<file path="config.mk">
export PLATFORM = sky130hd
export DESIGN_NAME = lisa_pc_sequencer_flat
export DESIGN_NICKNAME = d
export VERILOG_FILES = /design/src/rtl/lisa_pc_sequencer_pkg.sv /design/src/rtl/lisa_pc_sequencer_if.sv /design/src/rtl/lisa_sat_counter.sv /design/src/rtl/lisa_pc_sequencer.sv /design/src/flat_wrapper.sv
export SDC_FILE = /design/constraint.sdc
export NUM_CORES = 1
export LEC_CHECK = 0
export CAP_MARGIN = 20
export CORE_MARGIN = 2
export CORE_UTILIZATION = 40
export CTS_CLUSTER_DIAMETER = 50
export DETAILED_ROUTE_END_ITERATION = 12
export GPL_TIMING_DRIVEN = 0
export PLACE_DENSITY = 0.76
export SLEW_MARGIN = 20
export SYNTH_ARGS = -nofsm -noshare
export SYNTH_HDL_FRONTEND = slang
export SYNTH_HIERARCHICAL = 1
export SYNTH_SLANG_ARGS = --single-unit
</file>
<file path="constraint.sdc">
create_clock -name clk -period 2.5 [get_ports clk]
set_input_delay 0.5 -clock clk [delete_from_list [all_inputs] [get_ports clk]]
set_output_delay 0.5 -clock clk [all_outputs]
set_load 0.05 [all_outputs]
</file>
<file path="src/rtl/lisa_pc_sequencer_pkg.sv">
// Shared widths, limits and state encoding for the PC sequencer.
package lisa_pc_sequencer_pkg;

  localparam int unsigned ADDR_W            = 16;
  localparam int unsigned LEN_W             = 8;
  localparam int unsigned TAG_W             = 8;
  localparam int unsigned LISA_MAX_INST_LEN = 16;

  typedef enum logic [2:0] {
    SEQ_IDLE     = 3'd0,
    SEQ_FETCH    = 3'd1,
    SEQ_WAIT_RSP = 3'd2,
    SEQ_ISSUE    = 3'd3,
    SEQ_EXEC     = 3'd4,
    SEQ_HALT     = 3'd5,
    SEQ_FAULT    = 3'd6
  } seq_state_e;

  // A fetched length is illegal when zero or longer than the largest instruction.
  function automatic logic len_illegal(input logic [LEN_W-1:0] len,
                                       input int unsigned max_len);
    return (len == '0) || (32'(len) > max_len);
  endfunction

endpackage

</file>
<file path="src/rtl/lisa_pc_sequencer_if.sv">
// Fetch, issue and control-flow handshake bundle between sequencer and its neighbours.
interface lisa_pc_sequencer_if;
  import lisa_pc_sequencer_pkg::*;

  logic              fetch_req_valid;
  logic              fetch_req_ready;
  logic [ADDR_W-1:0] fetch_addr;
  logic              fetch_rsp_valid;
  logic [LEN_W-1:0]  fetch_rsp_len;
  logic              fetch_rsp_err;
  logic              inst_valid;
  logic              inst_ready;
  logic [ADDR_W-1:0] inst_pc;
  logic [LEN_W-1:0]  inst_len;
  logic              exec_done;
  logic [ADDR_W-1:0] cf_next_pc;
  logic              cf_pred_tag_we;
  logic [TAG_W-1:0]  cf_pred_tag_next;
  logic              cf_halt;

  modport master (
    output fetch_req_valid, fetch_addr, inst_valid, inst_pc, inst_len,
    input  fetch_req_ready, fetch_rsp_valid, fetch_rsp_len, fetch_rsp_err,
    input  inst_ready, exec_done, cf_next_pc, cf_pred_tag_we, cf_pred_tag_next, cf_halt
  );

  modport slave (
    input  fetch_req_valid, fetch_addr, inst_valid, inst_pc, inst_len,
    output fetch_req_ready, fetch_rsp_valid, fetch_rsp_len, fetch_rsp_err,
    output inst_ready, exec_done, cf_next_pc, cf_pred_tag_we, cf_pred_tag_next, cf_halt
  );

endinterface

</file>
<file path="src/rtl/lisa_sat_counter.sv">
// Saturating up-counter with synchronous clear; clear wins over increment.
module lisa_sat_counter #(
  parameter int unsigned WIDTH = 32
) (
  input  logic             clk,
  input  logic             rst_n,
  input  logic             clr,
  input  logic             inc,
  output logic [WIDTH-1:0] count
);

  logic [WIDTH-1:0] count_q, count_d;

  // Next count: clear, hold at all-ones, or step by one.
  always_comb begin
    count_d = count_q;
    if (clr) begin
      count_d = '0;
    end else if (inc && (count_q != '1)) begin
      count_d = count_q + WIDTH'(1);
    end
  end

  // Count register.
  always_ff @(posedge clk or negedge rst_n) begin
    if (!rst_n) begin
      count_q <= '0;
    end else begin
      count_q <= count_d;
    end
  end

  assign count = count_q;

endmodule

</file>
<file path="src/rtl/lisa_pc_sequencer.sv">
// Run/halt controller owning pc, pred_tag and halt state; sequences fetch -> issue -> exec.
module lisa_pc_sequencer
  import lisa_pc_sequencer_pkg::*;
#(
  parameter logic [15:0] RESET_PC     = 16'h0000,
  parameter int unsigned MAX_INST_LEN = LISA_MAX_INST_LEN,
  parameter int unsigned RETIRE_W     = 32
) (
  input  logic                clk,
  input  logic                rst_n,
  input  logic                start,
  input  logic [ADDR_W-1:0]   entry_pc,
  lisa_pc_sequencer_if.master bus,
  output logic [ADDR_W-1:0]   pc,
  output logic [TAG_W-1:0]    pred_tag,
  output logic                busy,
  output logic                halted,
  output logic                fault,
  output logic [RETIRE_W-1:0] retired_count
);

  seq_state_e        state_q, state_d;
  logic [ADDR_W-1:0] pc_q, pc_d;
  logic [TAG_W-1:0]  pred_tag_q, pred_tag_d;
  logic [LEN_W-1:0]  inst_len_q, inst_len_d;
  logic              fetch_req_valid_q, fetch_req_valid_d;
  logic              inst_valid_q, inst_valid_d;
  logic              busy_q, busy_d;
  logic              halted_q, halted_d;
  logic              fault_q, fault_d;
  logic              cnt_clr, cnt_inc;

  // Next state, architectural updates and registered-output decode of the next state.
  always_comb begin
    state_d    = state_q;
    pc_d       = pc_q;
    pred_tag_d = pred_tag_q;
    inst_len_d = inst_len_q;
    cnt_clr    = 1'b0;
    cnt_inc    = 1'b0;

    unique case (state_q)
      SEQ_IDLE, SEQ_HALT, SEQ_FAULT: begin
        if (start) begin
          pc_d       = entry_pc;
          pred_tag_d = '0;
          cnt_clr    = 1'b1;
          state_d    = SEQ_FETCH;
        end
      end
      SEQ_FETCH: begin
        if (bus.fetch_req_ready) begin
          state_d = SEQ_WAIT_RSP;
        end
      end
      SEQ_WAIT_RSP: begin
        if (bus.fetch_rsp_valid) begin
          if (bus.fetch_rsp_err || len_illegal(bus.fetch_rsp_len, MAX_INST_LEN)) begin
            state_d = SEQ_FAULT;
          end else begin
            inst_len_d = bus.fetch_rsp_len;
            state_d    = SEQ_ISSUE;
          end
        end
      end
      SEQ_ISSUE: begin
        if (bus.inst_ready) begin
          state_d = SEQ_EXEC;
        end
      end
      SEQ_EXEC: begin
        if (bus.exec_done) begin
          pc_d    = bus.cf_next_pc;
          cnt_inc = 1'b1;
          if (bus.cf_pred_tag_we) begin
            pred_tag_d = bus.cf_pred_tag_next;
          end
          state_d = bus.cf_halt ? SEQ_HALT : SEQ_FETCH;
        end
      end
      default: state_d = SEQ_IDLE;
    endcase

    fetch_req_valid_d = (state_d == SEQ_FETCH);
    inst_valid_d      = (state_d == SEQ_ISSUE);
    halted_d          = (state_d == SEQ_HALT);
    fault_d           = (state_d == SEQ_FAULT);
    busy_d            = !(state_d inside {SEQ_IDLE, SEQ_HALT, SEQ_FAULT});
  end

  // State and output registers; reset abandons any in-flight handshake.
  always_ff @(posedge clk or negedge rst_n) begin
    if (!rst_n) begin
      state_q           <= SEQ_IDLE;
      pc_q              <= RESET_PC;
      pred_tag_q        <= '0;
      inst_len_q        <= '0;
      fetch_req_valid_q <= 1'b0;
      inst_valid_q      <= 1'b0;
      busy_q            <= 1'b0;
      halted_q          <= 1'b0;
      fault_q           <= 1'b0;
    end else begin
      state_q           <= state_d;
      pc_q              <= pc_d;
      pred_tag_q        <= pred_tag_d;
      inst_len_q        <= inst_len_d;
      fetch_req_valid_q <= fetch_req_valid_d;
      inst_valid_q      <= inst_valid_d;
      busy_q            <= busy_d;
      halted_q          <= halted_d;
      fault_q           <= fault_d;
    end
  end

  // Retired-instruction counter.
  lisa_sat_counter #(.WIDTH(RETIRE_W)) u_retire_cnt (
    .clk   (clk),
    .rst_n (rst_n),
    .clr   (cnt_clr),
    .inc   (cnt_inc),
    .count (retired_count)
  );

  assign bus.fetch_req_valid = fetch_req_valid_q;
  assign bus.fetch_addr      = pc_q;
  assign bus.inst_valid      = inst_valid_q;
  assign bus.inst_pc         = pc_q;
  assign bus.inst_len        = inst_len_q;
  assign pc                  = pc_q;
  assign pred_tag            = pred_tag_q;
  assign busy                = busy_q;
  assign halted              = halted_q;
  assign fault               = fault_q;

endmodule

</file>
<file path="src/flat_wrapper.sv">
// flat-port wrapper written by rule: the top's interface ports become plain ports
module lisa_pc_sequencer_flat import lisa_pc_sequencer_pkg::*;
#(
  parameter logic [15:0] RESET_PC     = 16'h0000,
  parameter int unsigned MAX_INST_LEN = LISA_MAX_INST_LEN,
  parameter int unsigned RETIRE_W     = 32
)
  (clk, rst_n, start, entry_pc, pc, pred_tag, busy, halted, fault, retired_count, bus_fetch_req_valid, bus_fetch_addr, bus_inst_valid, bus_inst_pc, bus_inst_len, bus_fetch_req_ready, bus_fetch_rsp_valid, bus_fetch_rsp_len, bus_fetch_rsp_err, bus_inst_ready, bus_exec_done, bus_cf_next_pc, bus_cf_pred_tag_we, bus_cf_pred_tag_next, bus_cf_halt);
  lisa_pc_sequencer_if bus_i ();
  input  logic clk;
  input  logic rst_n;
  input  logic start;
  input  logic [ADDR_W-1:0] entry_pc;
  output logic [ADDR_W-1:0] pc;
  output logic [TAG_W-1:0] pred_tag;
  output logic busy;
  output logic halted;
  output logic fault;
  output logic [RETIRE_W-1:0] retired_count;
  output wire logic [$bits(bus_i.fetch_req_valid)-1:0] bus_fetch_req_valid;
  output wire logic [$bits(bus_i.fetch_addr)-1:0] bus_fetch_addr;
  output wire logic [$bits(bus_i.inst_valid)-1:0] bus_inst_valid;
  output wire logic [$bits(bus_i.inst_pc)-1:0] bus_inst_pc;
  output wire logic [$bits(bus_i.inst_len)-1:0] bus_inst_len;
  input wire logic [$bits(bus_i.fetch_req_ready)-1:0] bus_fetch_req_ready;
  input wire logic [$bits(bus_i.fetch_rsp_valid)-1:0] bus_fetch_rsp_valid;
  input wire logic [$bits(bus_i.fetch_rsp_len)-1:0] bus_fetch_rsp_len;
  input wire logic [$bits(bus_i.fetch_rsp_err)-1:0] bus_fetch_rsp_err;
  input wire logic [$bits(bus_i.inst_ready)-1:0] bus_inst_ready;
  input wire logic [$bits(bus_i.exec_done)-1:0] bus_exec_done;
  input wire logic [$bits(bus_i.cf_next_pc)-1:0] bus_cf_next_pc;
  input wire logic [$bits(bus_i.cf_pred_tag_we)-1:0] bus_cf_pred_tag_we;
  input wire logic [$bits(bus_i.cf_pred_tag_next)-1:0] bus_cf_pred_tag_next;
  input wire logic [$bits(bus_i.cf_halt)-1:0] bus_cf_halt;
  assign bus_fetch_req_valid = bus_i.fetch_req_valid;
  assign bus_fetch_addr = bus_i.fetch_addr;
  assign bus_inst_valid = bus_i.inst_valid;
  assign bus_inst_pc = bus_i.inst_pc;
  assign bus_inst_len = bus_i.inst_len;
  assign bus_i.fetch_req_ready = bus_fetch_req_ready;
  assign bus_i.fetch_rsp_valid = bus_fetch_rsp_valid;
  assign bus_i.fetch_rsp_len = bus_fetch_rsp_len;
  assign bus_i.fetch_rsp_err = bus_fetch_rsp_err;
  assign bus_i.inst_ready = bus_inst_ready;
  assign bus_i.exec_done = bus_exec_done;
  assign bus_i.cf_next_pc = bus_cf_next_pc;
  assign bus_i.cf_pred_tag_we = bus_cf_pred_tag_we;
  assign bus_i.cf_pred_tag_next = bus_cf_pred_tag_next;
  assign bus_i.cf_halt = bus_cf_halt;
  lisa_pc_sequencer #(.RESET_PC(RESET_PC), .MAX_INST_LEN(MAX_INST_LEN), .RETIRE_W(RETIRE_W)) u_core (.clk(clk), .rst_n(rst_n), .start(start), .entry_pc(entry_pc), .bus(bus_i), .pc(pc), .pred_tag(pred_tag), .busy(busy), .halted(halted), .fault(fault), .retired_count(retired_count));
endmodule
</file>
==> impl_metrics.toml <==
[die]
die_x_um = 104.3
dieArea_um2 = 10890
core_um2 = 9774
start_util = 0.4121
io_pins = 159
die_h_um = 104.3
row_count = 36

[synth]
synth_top_cells_by_area = "dfrtp_1 (45%), buf_4 (6.5%), mux2i_1 (6.5%)"
ys_types = 52
ys_top_cells_by_count = "dfrtp_1 (72), nand2_1 (37), buf_4 (35)"
yosysTopAreaCell = "dfrtp_1"
synthesis.nets = 463
synth_seq_cells = 72
syn_area_um2 = 4028
yosys_warnings = 6
ys.flop_type = "dfrtp_1"
ys_async_sr_fraction = 1.000
synth-edff-count = 0
syn_avg_cell_area_um2 = 9.969
yosysSeqAreaShare = 0.4473
netlist_instances = 404
yosysMostFrequentCell = "dfrtp_1"
synth_top_area_frac = 0.4473

[timing]
whs_ns = 0.08427
min_period_ns = 2.386
fmax_ghz = 0.4192
period_share = 0.9543
slew_headroom = 0.5130
hold_viol_final = 0
rsz0062_at_grt = "no"
fin_ws_ns = 0.1142
fin_tns_setup_ns = 0
max_slew.worst_pin.slew_ns = 0.7245
setup_viol = 0
fin_skew_ns = 0.009312
drv_slew = 0

[detailed_routing]
drc = 0
drt_pre_antenna_iters = 4
drt_iter0_drc = 107
routed_wl_mm = 10.86
vias_per_cell = 5.022
vias = 3581
wire_per_inst_um = 15.24
ant_nets = 0

[layout]
drive_above_1_share = 0.1776
fin_cells = 713
nets = 634
final_util = 0.6210
antennaDiodeCount = 0
area_growth_syn_to_layout_pct = 50.70
fin_area_um2 = 6070

[clock_tree]
cts_max_level = 3
cts_buffer_depth = 2
clk_latency_ns = 0.34
cts_root_buf = "clkbuf_8"
path_clk_slew_ns = 0.08
cts_made_buffers = 9
cts_sinks = 72
cts_tree = "done"

[worst_setup_path]
crit_family = "simple AND/OR/NAND/NOR gates"
max_stage_delay_ns = 0.50
critPathCaptureType = "register"
cp.arrival_ns = 2.65
start_kind = "register"
crit_chain = "buf_4, nor3b_2, buf_6, and2_4, and3_4, nand4_1, a21o_1, buf_6, or4_1, a21oi_1"
critPathSlowestCell = "or4_1"
crit_required_ns = 2.76
path_class = "register to register"
crit_buf_inv = 3
worstPathMaxFanout = 10
path_common_cell = "buf_6"

[power]
vdd_ir_drop_max_mv = 0.7345
p_per_area_nw_per_um2 = 1139
power_mw = 6.911
power.leakage_nw = 2.578

[flow_run]
maxCapViolCount = 0

[placed_design]
dp_cells = 696
placed_area_um2 = 5807
dp_hpwl_mm = 8.286
place_congestion = 0.8213
portBuffers = 158
pre_cts_slack_ns = -0.2698

[grt]
grt_max_degree = 43
overflow = 0
antenna_found_initial = 0
grt_first_pass_wirelength_mm = 17.67
grt_usage = 0.2004
grt_pass1_vias = 3552

[min_path]
holdCritPathClass = "input port to asynchronous set/reset pin"

[status]
status = "completed"
[power by group]
group          total (mW)  internal (mW)  switching [mW]
Sequential           1.64           1.43           0.213
Combinational        4.24           1.60            2.64
Clock                1.03          0.584           0.450
Total                6.91           3.61            3.30
[what timing repair did]
action,in CTS,in global routing
setup endpoints to repair,11,9
hold buffers,0,0
gates resized for setup,1,7
pin swaps,0,1
buffers inserted,1,1
[state kept, by name, indices dropped and copies added, names as in the netlist]
register                    flops
u_core/bus.fetch_addr          16
u_core/bus.fetch_req_valid      1
u_core/bus.inst_len             8
u_core/bus.inst_valid           1
u_core/busy                     1
u_core/fault                    1
u_core/halted                   1
u_core/pred_tag                 8
u_core/state_q                  3
u_core/u_retire_cnt/count      32
[kinds of logic (layout without fill, tap and decap cells)]
logic type / after synthesis / after routing / synth area share
buf+inv: 69 / 245 / 0.1078
fa+ha+maj: 1 / 1 / 0.003106
simple gates: 151 / 151 / 0.2193
flops: 72 / 72 / 0.4473
compound gates: 58 / 58 / 0.09134
mux: 37 / 37 / 0.09630
xor+xnor: 16 / 16 / 0.03479
[placed cells by master (no fill, tap or decap), types with 8 or more instances in the layout]
master,n
buf_4,36
o21ai_0,11
nor2_1,29
clkbuf_8,10
nor2b_1,8
xnor2_1,12
inv_1,20
nand3_1,13
nand2_1,37
dfrtp_1,72
mux2_2,10
a21oi_1,12
clkdlybuf4s50_1,157
mux2i_1,26
o21ai_1,12
[area by class of cell]
class	count	area [um^2]
Clock buffer	10	137.6
Multi-Input combinational cell	263	1831
Buffer	48	361.6
Tap cell	133	166.4
Inverter	20	75.07
Timing Repair Buffer	161	1614
Clock inverter	6	82.58
Fill cell	833	3705
Sequential cell	72	1802
[path summary, 6_finish.rpt]
check	endpoint	start	cells after the start	slack, ns
max in group asynchronous	u_core/u_retire_cnt/count[8]	rst_n	2	1.85
setup reg to reg	u_core/u_retire_cnt/count[25]	u_core/state_q[1]	10	0.11
hold / removal	u_core/pred_tag[7]	rst_n	1	0.08
min in group clk	u_core/bus.inst_len[7]	u_core/bus.inst_len[7]	1	0.50
hold reg to reg	u_core/bus.inst_len[7]	u_core/bus.inst_len[7]	1	0.50
setup / recovery	u_core/u_retire_cnt/count[25]	u_core/state_q[1]	10	0.11
[per-layer routing]
metal	routed length, um	GRT usage	vias up	part of all wire
met3	630	0.04574	16	0.058
met4	206	0.05888	0	0.019
met5	0	0	-	0
met2	5418	0.3422	137	0.50
met1	4608	0.2532	1722	0.42
li1	-	-	1706	-
Note: power is estimated with default switching activity, not from simulation.
